--- src/rtl/pitch_glide_ctrl.sv ---
// pitch_glide_ctrl: time-multiplexed per-voice glide slew plus pitch bend, Q8.8 semitone output.
module pitch_glide_ctrl #(
   parameter int VOICES  = 8,
   parameter int V_WIDTH = 3
) (
   input  logic               sCLK_XVXOSC,
   input  logic               reset,
   input  logic               note_on,
   input  logic [V_WIDTH-1:0] cur_key_adr,
   input  logic [7:0]         cur_key_val,
   input  logic [13:0]        pitch_val,
   input  logic               step_en,
   input  logic [V_WIDTH-1:0] vx,
   input  logic [7:0]         synth_data_in,
   input  logic [1:0]         adr,
   input  logic               write,
   input  logic               read,
   output logic [7:0]         regdata_out,
   output logic [15:0]        pitch_out,
   output logic [V_WIDTH-1:0] pitch_vx,
   output logic               pitch_valid
);
   logic [15:0]        cur_q [VOICES];
   logic [15:0]        tgt_q [VOICES];
   logic [6:0]         last_key_q;
   logic [4:0]         pb_range_q;
   logic [7:0]         glide_rate_q;
   logic [1:0]         glide_mode_q;
   logic [15:0]        s1_pitch_q;
   logic [V_WIDTH-1:0] s1_vx_q;
   logic               s1_valid_q;
   logic [7:0]         regdata_q;
   logic [15:0]        pitch_q;
   logic [V_WIDTH-1:0] pitch_vx_q;
   logic               pitch_valid_q;

   logic [6:0]         key;
   logic [1:0]         mode;
   logic [15:0]        cur_v, tgt_v, slew_d, note_cur_d, pitch_d;
   logic [11:0]        delta;
   logic [16:0]        up, dn;
   logic               collide;
   logic signed [19:0] off, prod, bend, sum;
   logic [7:0]         rd_d;

   always_comb begin
      key        = cur_key_val[7] ? 7'd127 : cur_key_val[6:0];
      mode       = (glide_mode_q == 2'd3) ? 2'd0 : glide_mode_q;
      note_cur_d = (mode == 2'd2) ? {1'b0, last_key_q, 8'h00} : {1'b0, key, 8'h00};
      cur_v      = cur_q[vx];
      tgt_v      = tgt_q[vx];
      delta      = {glide_rate_q, 4'b0000};
      up         = {1'b0, cur_v} + {5'b0, delta};
      dn         = {1'b0, cur_v} - {5'b0, delta};
      // dn[16] flags a borrow below zero, which also means we passed the target
      slew_d     = (glide_rate_q == 8'd0 || cur_v == tgt_v) ? tgt_v :
                   (cur_v < tgt_v) ? ((up > {1'b0, tgt_v}) ? tgt_v : up[15:0]) :
                   ((dn[16] || dn[15:0] < tgt_v) ? tgt_v : dn[15:0]);
      collide    = note_on && step_en && (cur_key_adr == vx);
      off        = $signed({6'b0, pitch_val}) - 20'sd8192;
      prod       = off * $signed({15'b0, pb_range_q});
      bend       = prod >>> 5;
      sum        = $signed({4'b0, s1_pitch_q}) + bend;
      pitch_d    = sum[19] ? 16'h0000 : (|sum[18:15]) ? 16'h7FFF : sum[15:0];
      rd_d       = (adr == 2'd0) ? {3'b0, pb_range_q} :
                   (adr == 2'd1) ? glide_rate_q :
                   (adr == 2'd2) ? {6'b0, glide_mode_q} : 8'h00;
   end

   always_ff @(posedge sCLK_XVXOSC) begin
      if (reset) begin
         for (int i = 0; i < VOICES; i++) begin
            cur_q[i] <= 16'h3C00;
            tgt_q[i] <= 16'h3C00;
         end
         last_key_q    <= 7'd60;
         pb_range_q    <= 5'd2;
         glide_rate_q  <= 8'd0;
         glide_mode_q  <= 2'd0;
         s1_pitch_q    <= 16'h0000;
         s1_vx_q       <= '0;
         s1_valid_q    <= 1'b0;
         regdata_q     <= 8'h00;
         pitch_q       <= 16'h0000;
         pitch_vx_q    <= '0;
         pitch_valid_q <= 1'b0;
      end else begin
         if (write && adr == 2'd0) pb_range_q <= (synth_data_in > 8'd24) ? 5'd24 : synth_data_in[4:0];
         if (write && adr == 2'd1) glide_rate_q <= synth_data_in;
         if (write && adr == 2'd2) glide_mode_q <= synth_data_in[1:0];
         regdata_q <= read ? rd_d : 8'h00;
         if (step_en && !collide) cur_q[vx] <= slew_d;
         if (note_on) begin
            if (mode != 2'd1) cur_q[cur_key_adr] <= note_cur_d;
            tgt_q[cur_key_adr] <= {1'b0, key, 8'h00};
            last_key_q         <= key;
         end
         s1_pitch_q    <= slew_d;
         s1_vx_q       <= vx;
         s1_valid_q    <= step_en;
         pitch_q       <= pitch_d;
         pitch_vx_q    <= s1_vx_q;
         pitch_valid_q <= s1_valid_q;
      end
   end

   assign regdata_out = regdata_q;
   assign pitch_out   = pitch_q;
   assign pitch_vx    = pitch_vx_q;
   assign pitch_valid = pitch_valid_q;
endmodule

--- config.mk ---
export PLATFORM = sky130hd
export DESIGN_NAME = pitch_glide_ctrl
export DESIGN_NICKNAME = d
export VERILOG_FILES = /design/src/rtl/pitch_glide_ctrl.sv
export SDC_FILE = /design/constraint.sdc
export NUM_CORES = 1
export LEC_CHECK = 0
export ABC_AREA = 1
export CORE_ASPECT_RATIO = 2
export CORE_UTILIZATION = 45
export DETAILED_ROUTE_END_ITERATION = 10
export PLACE_DENSITY = 0.62
export SLEW_MARGIN = 20
export SYNTH_ARGS = -nofsm -noshare
export SYNTH_HDL_FRONTEND = slang
export SYNTH_SLANG_ARGS = --single-unit
--- constraint.sdc ---
create_clock -name sCLK_XVXOSC -period 8.9 [get_ports sCLK_XVXOSC]
set_input_delay 1.335 -clock sCLK_XVXOSC [delete_from_list [all_inputs] [get_ports sCLK_XVXOSC]]
set_output_delay 1.335 -clock sCLK_XVXOSC [all_outputs]
set_load 0.005 [all_outputs]
==> impl_metrics.env, run 1 <==
export IMPL_drt_wirelength_per_cell_um=21.1
export IMPL_synth_top_area_cell="sky130_fd_sc_hd__edfxtp_1"
export IMPL_post_route_drc_count=0
export IMPL_critical_path_top_cell_by_count="sky130_fd_sc_hd__nand2_1"
export IMPL_post_cts_setup_buffer_count=0
export IMPL_hpwlAfterDp_um=42900
export IMPL_die_height_um=267
export IMPL_required_ns=9.35
export IMPL_clock_tree_buffer_depth=3
export IMPL_switching_share=0.354
export IMPL_netlist_instances=2066
export IMPL_total_power_mw=3.49
export IMPL_worst_pin_slew_ns=1.06
export IMPL_synth_top_cell_area_share=0.212
export IMPL_timing_critical_path_slowest_stage_cell="sky130_fd_sc_hd__clkdlybuf4s50_1"
export IMPL_share_comb_of_total_power=0.296
export IMPL_pin_count_of_the_biggest_net_entering_global_routing=45
export IMPL_floorplan_initialDensity=0.459
export IMPL_detailed_place_area_mm2=0.0170
export IMPL_die_width_um=135
export IMPL_drt_initial_drc_count=828
export IMPL_synth_area_per_cell_um2=7.67
export IMPL_boundaryPins=72
export IMPL_timing_setup_critical_path_class="in -> reg"
export IMPL_syn_num_nets=2243
export IMPL_num_vias=14129
export IMPL_area_delta_synth_final_pct=13.1
export IMPL_max_cap_viol_count=0
export IMPL_leading_cell_types_by_count_after_synthesis="580 x sky130_fd_sc_hd__nand2_1, 340 x sky130_fd_sc_hd__inv_1, 175 x sky130_fd_sc_hd__nor2_1, 142 x sky130_fd_sc_hd__dfxtp_1, 113 x sky130_fd_sc_hd__a21oi_1"
export IMPL_finalInstanceArea_mm2=0.0179
export IMPL_global_route_usage_total=0.313
export IMPL_count_of_flip_flops_with_a_built_in_enable_after_synthesis=112
export IMPL_cp_data_arrival_time_ns=7.47
export IMPL_floorplan_core_area_mm2=0.0345
export IMPL_nNetsFinal=2316
export IMPL_via_count_of_the_first_global_routing_pass=14357
export IMPL_endpoint_kind="flop"
export IMPL_timing_final_setup_violations=0
export IMPL_yosysUniqueCellTypes=52
export IMPL_period_minus_slack_ns=7.03
export IMPL_p_per_area_mw_per_mm2=195
export IMPL_finalClockSkew_ns=0.0362
export IMPL_post_synthesis_register_bit_count=254
export IMPL_port_buffer_count=71
export IMPL_cts_root_buf="sky130_fd_sc_hd__clkbuf_16"
export IMPL_worst_setup_hold_path_clk_slew_ns=0.06
export IMPL_worst_ir_drop_vdd_v=0.000168
export IMPL_global_route_overflow_total=0
export IMPL_netSwitchingPower_mw=1.24
export IMPL_slew_violations=0
export IMPL_cts_hold_buffers_added=0
export IMPL_min_path_type="reg -> reg"
export IMPL_detail_route_first_pass_iterations=5
export IMPL_netlist_area_mm2=0.0158
export IMPL_async_reset_ff_frac=0
export IMPL_synthTopCellsByArea="sky130_fd_sc_hd__edfxtp_1 21%, sky130_fd_sc_hd__dfxtp_1 18%, sky130_fd_sc_hd__nand2_1 14%, sky130_fd_sc_hd__inv_1 8.1%, sky130_fd_sc_hd__ha_1 7.0%"
export IMPL_number_of_hold_violations_in_the_final_report=0
export IMPL_timing_critical_path_from_type="primary input"
export IMPL_postRouteWirelength_um=54900
export IMPL_globalplace_congestion=1.03
export IMPL_cpPeakStageDelay_ns=0.59
export IMPL_avgViaCountPerCell=5.43
export IMPL_postCtsResizedCells=0
export IMPL_cts_buffers=25
export IMPL_total_die_area_mm2=0.0360
export IMPL_clkLatencyLatePin_ns=0.58
export IMPL_relSlewSlack=0.291
export IMPL_drive_above_1_share=0.0570
export IMPL_critPathMaxFanout=11
export IMPL_cts_sinks=254
export IMPL_fmax_mhz=142
export IMPL_cts_htree_levels=1
export IMPL_yosys_cell_count_top_type="sky130_fd_sc_hd__nand2_1"
export IMPL_yosysWarnings=0
export IMPL_seq_power_share=0.378
export IMPL_clock_tree_from_tritoncts="done"
export IMPL_status="finished, final reports clean"
export IMPL_synth_seq_area_share=0.392
export IMPL_grt_first_pass_wirelength_um=82300
export IMPL_totalNegativeSetupSlack_ns=0
export IMPL_hold_slack_ns=0.404
export IMPL_final_min_period_over_clock_period=0.789
export IMPL_nFillCells=3401
export IMPL_postSynth_topFlopCell="sky130_fd_sc_hd__dfxtp_1"
export IMPL_number_of_antenna_violations_at_the_first_check_in_global_routing=2
export IMPL_power_static_leakage_nw=8.47
export IMPL_clock_power_share=0.325
export IMPL_rows=96
export IMPL_postRouteAntennaNets=0
export IMPL_intPower_mw=2.26
export IMPL_setup_repair_after_global_routing_missed_its_margin="false"
[worst max-delay path, delay by kind of cell]
family / cells / cell delay (ns)
AO/OA/AOI/OAI: 3 / 0.27
adder cells (fa/ha/maj): 2 / 0.67
buffers and inverters: 4 / 1.18
AND/OR/NAND/NOR: 24 / 4.00
[stage by stage]
| step | cells | worst slack (ns) | util |
|---|---|---|---|
| floorplan | 2066 | 2.77 | - |
| global placement | 2553 | 1.51 | 0.494 |
| detailed placement | 2553 | 1.39 | 0.494 |
| CTS | 2599 | 1.94 | 0.519 |
| global route | 2601 | 1.36 | 0.520 |
| finish | 2601 | 1.87 | 0.520 |
[cells in the final DEF (no fill, tap or decap), drive strengths merged, types with 3 or more instances in the layout]
master	n
a21o	3
o21ai	101
xor2	29
a22o	9
nand2	597
ha	88
clkdlybuf4s50	70
fa	45
dfxtp	142
a211oi	3
a22oi	14
buf	30
a221oi	13
edfxtp	112
a21oi	113
xnor2	16
nor4	3
o22ai	23
clkinv	10
nand3	112
nor3	16
nand4	20
o21bai	5
inv	351
nor2	184
clkbuf	32
[sequential cells by signal, indices dropped and copies added (netlist names)]
name          flops
glide_rate_q      8
s1_pitch_q       16
regdata_out       8
pitch_valid       1
pitch_vx          3
pb_range_q        5
s1_valid_q        1
s1_vx_q           3
last_key_q        7
tgt_q            56
glide_mode_q      2
cur_q           128
pitch_out        16
[routing by layer]
layer | share of wire | vias to the layer above | track usage
met2 | 0.54 | 556 | 0.607
met1 | 0.30 | 6591 | 0.266
li1 | - | 6748 | -
met5 | 0 | - | 0
met3 | 0.052 | 234 | 0.0490
met4 | 0.10 | 0 | 0.281
[kinds of logic after synthesis]
family,count (synthesis),synth area share
compound gates,292,0.106
xor+xnor,45,0.0254
fa+ha+maj,133,0.126
buf+inv,403,0.101
flops,254,0.392
other cells,1,0.000237
simple gates,938,0.249
[power by group through the flow]
stage                     combinational [mW]  clock (mW)  sequential, mW
after floorplan                        0.656           0            1.34
after global placement                  1.01           0            1.35
after detailed placement                1.02           0            1.35
after CTS                               1.02        1.14            1.32
after global routing                    1.13        1.19            1.33
final                                   1.04        1.14            1.32
[cell type report]
cell class	instances	area (um2)	share of cell area
clock inverters	14	126	0.00705
repair buffers	100	923	0.0515
multi-input cells	1409	8030	0.448
well taps	441	552	0.0308
diodes	2	5.00	0.000279
clock buffers	32	757	0.0423
inverters	349	1310	0.0731
flip-flops and latches	254	6210	0.346
[final timing paths]
path | start | endpoint | slack, ns | depth (start not counted)
max | vx[1] | cur_q[0][0]$_SDFFE_PP0P_ | 1.87 | 33
min | s1_valid_q$_SDFF_PP0_ | pitch_valid$_SDFF_PP0_ | 0.40 | 2
max reg2reg | pb_range_q[1]$_SDFFE_PP1P_ | pitch_out[12]$_SDFF_PP0_ | 2.39 | 24
min reg2reg | s1_valid_q$_SDFF_PP0_ | pitch_valid$_SDFF_PP0_ | 0.40 | 2
Power figures use the tool's default switching activity.
==> run 2: changes to the inputs <==
--- a/config.mk
+++ b/config.mk
@@ -9,7 +9,7 @@
 export CORE_ASPECT_RATIO = 2
 export CORE_UTILIZATION = 45
 export DETAILED_ROUTE_END_ITERATION = 10
-export PLACE_DENSITY = 0.62
+export PLACE_DENSITY = 0.65
 export SLEW_MARGIN = 20
 export SYNTH_ARGS = -nofsm -noshare
 export SYNTH_HDL_FRONTEND = slang
==> constraint.sdc (replaced) <==
create_clock -name sCLK_XVXOSC -period 5.7 [get_ports sCLK_XVXOSC]
set_input_delay 0.855 -clock sCLK_XVXOSC [delete_from_list [all_inputs] [get_ports sCLK_XVXOSC]]
set_output_delay 0.855 -clock sCLK_XVXOSC [all_outputs]
set_load 0.005 [all_outputs]
==> run 2 against run 1 <==
Combinational power grew 110%. Sequential power grew 56%. Register-to-register slack lost 2.1 ns. Utilization grew 6.5 points. Clock power grew 42%. First-iteration DRC count grew 24%. Worst hold slack lost 0.0021 ns. Cell count grew 9.0%. Clock skew shrank 0.027 ns. Global-route usage grew 0.86 points. Count of clock-buffer cells in the layout grew 3. Critical path type unchanged. Largest cell class unchanged.
==> impl_metrics.env, run 2 (synthesis gave the netlist of run 1 again) <==
export IMPL_postRouteAntennaNets=0
export IMPL_post_route_drc_count=0
export IMPL_min_path_type="reg -> reg"
export IMPL_fmax_mhz=186
export IMPL_cts_htree_levels=1
export IMPL_timing_setup_critical_path_class="in -> reg"
export IMPL_detail_route_first_pass_iterations=6
export IMPL_placedCellCount=2781
export IMPL_drt_wirelength_per_cell_um=20.0
export IMPL_clock_tree_buffer_depth=3
export IMPL_nNetsFinal=2552
export IMPL_area_delta_synth_final_pct=27.3
export IMPL_globalplace_congestion=0.999
export IMPL_antenna_diode_count=0
export IMPL_die_height_um=267
export IMPL_boundaryPins=72
export IMPL_endpoint_kind="flop"
export IMPL_top_regs="cur_q (128), tgt_q (56)"
export IMPL_relSlewSlack=0.312
export IMPL_regMostFlops="cur_q"
export IMPL_via_count_of_the_first_global_routing_pass=15770
export IMPL_worst_ir_drop_vdd_v=0.000283
export IMPL_post_place_ws_ns=-0.977
export IMPL_hold_slack_ns=0.402
export IMPL_num_vias=15275
export IMPL_port_buffer_count=71
export IMPL_most_common_library_cell_in_the_layout_ignoring_fill_and_taps="sky130_fd_sc_hd__nand2_1"
export IMPL_number_of_hold_violations_in_the_final_report=0
export IMPL_totalNegativeSetupSlack_ns=0
export IMPL_total_die_area_mm2=0.0360
export IMPL_die_width_um=135
export IMPL_most_common_layout_cells="567 x sky130_fd_sc_hd__nand2_1, 336 x sky130_fd_sc_hd__inv_1, 259 x sky130_fd_sc_hd__buf_4, 168 x sky130_fd_sc_hd__nor2_1, 139 x sky130_fd_sc_hd__dfxtp_1"
export IMPL_timing_final_setup_violations=0
export IMPL_cts_hold_buffers_added=0
export IMPL_global_route_usage_total=0.322
export IMPL_postRouteWirelength_um=56600
export IMPL_global_route_overflow_total=0
export IMPL_floorplan_core_area_mm2=0.0345
export IMPL_status="finished, final reports clean"
export IMPL_period_minus_slack_ns=5.36
export IMPL_required_ns=6.15
export IMPL_p_per_area_mw_per_mm2=289
export IMPL_cts_sinks=254
export IMPL_final_min_period_over_clock_period=0.941
export IMPL_worst_setup_hold_path_clk_slew_ns=0.06
export IMPL_drive_above_1_share=0.181
export IMPL_largest_register_ff_count=128
export IMPL_grt_first_pass_wirelength_um=85400
export IMPL_non_filler_cells_final=2834
export IMPL_detailed_place_area_mm2=0.0188
export IMPL_finalWorstSetupSlack_ns=0.336
export IMPL_hpwlAfterDp_um=44600
export IMPL_number_of_antenna_violations_at_the_first_check_in_global_routing=0
export IMPL_max_cap_viol_count=0
export IMPL_cts_buffers=24
export IMPL_cts_root_buf="sky130_fd_sc_hd__clkbuf_16"
export IMPL_worst_pin_slew_ns=1.03
export IMPL_total_power_mw=5.83
export IMPL_clkLatencyLatePin_ns=0.55
export IMPL_drt_initial_drc_count=1029
export IMPL_timing_critical_path_from_type="primary input"
export IMPL_final_core_util=0.585
export IMPL_cpPeakStageDelay_ns=0.46
export IMPL_finalClockSkew_ns=0.00874
export IMPL_critPathMaxFanout=6
export IMPL_floorplan_initialDensity=0.459
export IMPL_cp_data_arrival_time_ns=5.81
export IMPL_finalInstanceArea_mm2=0.0202
export IMPL_rows=96
export IMPL_power_static_leakage_nw=9.74
export IMPL_avgViaCountPerCell=5.39
export IMPL_slew_violations=0
export IMPL_clock_tree_from_tritoncts="done"
export IMPL_timing_critical_path_slowest_stage_cell="sky130_fd_sc_hd__fa_1"
export IMPL_pin_count_of_the_biggest_net_entering_global_routing=40
-- run 2: routing by layer --
layer	part of all wire	track usage	wire, um	vias up
li1	-	-	-	7214
met1	0.29	0.270	16700	7065
met2	0.54	0.615	30300	681
met3	0.053	0.0426	3000	315
met4	0.12	0.326	6600	0
met5	0	0	0	-
-- run 2: final timing paths --
path	slack (ns)	startpoint	depth (start not counted)	to
setup / recovery	0.34	pitch_val[2]	32	pitch_out[13]$_SDFF_PP0_
hold / removal	0.40	s1_vx_q[2]$_SDFF_PP0_	2	pitch_vx[2]$_SDFF_PP0_
setup reg to reg	0.34	pb_range_q[1]$_SDFFE_PP1P_	31	pitch_out[13]$_SDFF_PP0_
hold reg to reg	0.40	s1_vx_q[2]$_SDFF_PP0_	2	pitch_vx[2]$_SDFF_PP0_
-- run 2: cell type report --
| class | instances | area (um2) |
|---|---|---|
| flip-flops and latches | 254 | 6210 |
| multi-input cells | 1409 | 8540 |
| clock inverters | 9 | 81.3 |
| fillers | 3201 | 14300 |
| clock buffers | 35 | 694 |
| inverters | 349 | 1310 |
| well taps | 441 | 552 |
| repair buffers | 337 | 2770 |
-- run 2: report_power, final --
part | internal, mW | leakage [nW] | switching [mW] | total, mW
logic | 0.947 | 7.18 | 1.20 | 2.15
registers | 2.01 | 2.18 | 0.0503 | 2.06
clock network | 0.895 | 0.370 | 0.722 | 1.62
total | 3.86 | 9.74 | 1.97 | 5.83
-- run 2: what timing repair did --
action	4_1_cts	5_1_grt
resized for setup	47	78
endpoints found under the setup margin	140	150
cloned	2	0
buffers inserted	4	3
pin swaps	17	32
-- run 2: critical path, delay by kind of cell --
kind                       cells  cell delay (ns)
AOI/OAI and AO/OA              7             0.98
buffers and inverters          6             0.84
xor gates and xnor gates       2             0.48
adders and majority gates      5             1.69
and+or+nand+nor               12             0.98
==> run 3: changes to the inputs <==
--- a/config.mk
+++ b/config.mk
@@ -9,7 +9,7 @@
 export CORE_ASPECT_RATIO = 2
 export CORE_UTILIZATION = 45
 export DETAILED_ROUTE_END_ITERATION = 10
-export PLACE_DENSITY = 0.65
+export PLACE_DENSITY_LB_ADDON = 0.2
 export SLEW_MARGIN = 20
 export SYNTH_ARGS = -nofsm -noshare
 export SYNTH_HDL_FRONTEND = slang
==> run 3 against run 2 <==
Via count down 0.21%. Non-clock buffer count down 18. Register-to-register slack about the same. Power about the same. Critical path type unchanged. Largest cell class unchanged. Highest routed layer unchanged.
==> impl_metrics.env, run 3 (synthesis gave the netlist of run 1 again) <==
export IMPL_endpoint_kind="flop"
export IMPL_period_minus_slack_ns=5.41
export IMPL_total_power_mw=5.83
export IMPL_number_of_hold_violations_in_the_final_report=0
export IMPL_postRouteAntennaNets=0
export IMPL_number_of_antenna_violations_at_the_first_check_in_global_routing=2
export IMPL_cts_sinks=254
export IMPL_timing_final_setup_violations=0
export IMPL_power_static_leakage_nw=9.63
export IMPL_hold_slack_ns=0.393
export IMPL_drt_wirelength_per_cell_um=20.7
export IMPL_share_comb_of_total_power=0.372
export IMPL_hpwlAfterDp_um=45200
export IMPL_critPathMaxFanout=7
export IMPL_post_place_ws_ns=-0.817
export IMPL_non_filler_cells_final=2819
export IMPL_most_common_layout_cells="564 x sky130_fd_sc_hd__nand2_1, 336 x sky130_fd_sc_hd__inv_1, 236 x sky130_fd_sc_hd__buf_4, 170 x sky130_fd_sc_hd__nor2_1, 139 x sky130_fd_sc_hd__dfxtp_1"
export IMPL_critical_path_top_cell_by_count="sky130_fd_sc_hd__nand2_2"
export IMPL_required_ns=6.16
export IMPL_timing_critical_path_slowest_stage_cell="sky130_fd_sc_hd__fa_1"
export IMPL_worst_ir_drop_vdd_v=0.000261
export IMPL_placedCellCount=2765
export IMPL_clock_tree_buffer_depth=3
export IMPL_total_die_area_mm2=0.0360
export IMPL_boundaryPins=72
export IMPL_globalplace_congestion=1.06
export IMPL_finalInstanceArea_mm2=0.0199
export IMPL_status="finished, final reports clean"
export IMPL_pin_count_of_the_biggest_net_entering_global_routing=43
export IMPL_die_height_um=267
export IMPL_timing_rr_start="pb_range_q[1]$_SDFFE_PP1P_"
export IMPL_num_vias=15243
export IMPL_port_buffer_count=71
export IMPL_min_path_type="reg -> reg"
export IMPL_seq_power_share=0.354
export IMPL_clkLatencyLatePin_ns=0.56
export IMPL_global_route_overflow_total=0
export IMPL_intPower_mw=3.75
export IMPL_most_common_library_cell_in_the_layout_ignoring_fill_and_taps="sky130_fd_sc_hd__nand2_1"
export IMPL_cts_htree_levels=1
export IMPL_detail_route_first_pass_iterations=7
export IMPL_timing_hold_worst_path_depth=2
export IMPL_floorplan_initialDensity=0.459
export IMPL_finalClockSkew_ns=0.0301
export IMPL_reg2reg_depth=27
export IMPL_worst_hold_path_endpoint="pitch_vx[0]$_SDFF_PP0_"
export IMPL_clock_tree_from_tritoncts="done"
export IMPL_detailed_place_area_mm2=0.0187
export IMPL_worst_pin_slew_ns=1.01
export IMPL_regMostFlops="cur_q"
export IMPL_r2r_setup_slack_ns=0.34
export IMPL_totalNegativeSetupSlack_ns=0
export IMPL_postRouteWirelength_um=58300
export IMPL_grt_first_pass_wirelength_um=87800
export IMPL_hold_crit_start="s1_vx_q[0]$_SDFF_PP0_"
export IMPL_cpPeakStageDelay_ns=0.53
export IMPL_largest_register_ff_count=128
export IMPL_rows=96
export IMPL_drive_above_1_share=0.172
export IMPL_relSlewSlack=0.326
export IMPL_cp_data_arrival_time_ns=5.87
export IMPL_timing_critical_path_from_type="primary input"
export IMPL_fmax_mhz=185
export IMPL_finalWorstSetupSlack_ns=0.287
export IMPL_nNetsFinal=2535
export IMPL_max_cap_viol_count=0
export IMPL_global_route_usage_total=0.333
export IMPL_cts_buffers=25
export IMPL_top_regs="cur_q (128), tgt_q (56)"
export IMPL_cts_root_buf="sky130_fd_sc_hd__clkbuf_16"
export IMPL_avgViaCountPerCell=5.41
export IMPL_final_min_period_over_clock_period=0.950
export IMPL_post_route_drc_count=0
export IMPL_slew_violations=0
export IMPL_die_width_um=135
export IMPL_netSwitchingPower_mw=2.08
export IMPL_worst_setup_hold_path_clk_slew_ns=0.08
export IMPL_final_core_util=0.578
export IMPL_critical_path_reg2reg_endpoint="pitch_out[4]$_SDFF_PP0_"
export IMPL_timing_setup_critical_path_class="in -> reg"
export IMPL_floorplan_core_area_mm2=0.0345
export IMPL_p_per_area_mw_per_mm2=293
export IMPL_switching_share=0.356
export IMPL_clock_power_share=0.274
export IMPL_area_delta_synth_final_pct=25.8
export IMPL_drt_initial_drc_count=1065
export IMPL_via_count_of_the_first_global_routing_pass=15669
## run 3: power by group through the flow
| stage | sequential [mW] | clock, mW | combinational [mW] |
|---|---|---|---|
| 2_1_floorplan | 2.09 | 0 | 1.02 |
| 3_3_place_gp | 2.09 | 0 | 1.97 |
| 3_5_place_dp | 2.10 | 0 | 1.99 |
| 4_1_cts | 2.06 | 1.60 | 2.03 |
| 5_1_grt | 2.07 | 1.67 | 2.33 |
| 6_report | 2.06 | 1.60 | 2.17 |
## run 3: critical path: cells and delay by family
kind | cells | cell delay, ns
adders and majority gates | 5 | 2.09
and+or+nand+nor | 18 | 1.72
buffers and inverters | 6 | 0.63
AOI/OAI and AO/OA | 3 | 0.39
xor gates and xnor gates | 1 | 0.17
## run 3: how the worst max path moves through the flow
| stage | startpoint | to | slack [ns] | cells past startpoint |
|---|---|---|---|---|
| after CTS | pitch_val[5] | pitch_out[13]$_SDFF_PP0_ | 0.0003 | 34 |
| after detailed placement | pitch_val[4] | pitch_out[13]$_SDFF_PP0_ | -0.82 | 33 |
| final | pitch_val[3] | pitch_out[4]$_SDFF_PP0_ | 0.29 | 33 |
| after floorplan | pitch_val[4] | pitch_out[10]$_SDFF_PP0_ | 0.05 | 29 |
| after global placement | pitch_val[4] | pitch_out[11]$_SDFF_PP0_ | -0.72 | 33 |
| after global routing | pitch_val[13] | pitch_out[8]$_SDFF_PP0_ | -0.09 | 29 |
## run 3: cell type report
| cell class | count | area, um2 |
|---|---|---|
| sequential | 254 | 6210 |
| timing repair buffer | 319 | 2680 |
| antenna | 2 | 5.00 |
| clock buffer | 30 | 656 |
| inverter | 349 | 1310 |
| clock inverter | 15 | 103 |
| tap | 441 | 552 |
| multi-input combinational | 1409 | 8410 |
| fill | 3195 | 14600 |
## run 3: routing by layer
| layer | share of wire | vias up | GRT usage | wire length (um) |
|---|---|---|---|---|
| met4 | 0.11 | 0 | 0.300 | 6180 |
| met2 | 0.54 | 650 | 0.638 | 31300 |
| li1 | - | 7173 | - | - |
| met3 | 0.056 | 308 | 0.0596 | 3250 |
| met1 | 0.30 | 7112 | 0.284 | 17600 |
| met5 | 0 | - | 0 | 0 |
## run 3: timing repair
action                                  in CTS  in global routing
cloned                                       1                  2
setup buffers                                0                  4
gates resized for setup                     23                 88
pin swaps                                    5                 43
endpoints found under the setup margin      67                150
hold buffers                                 0                  0
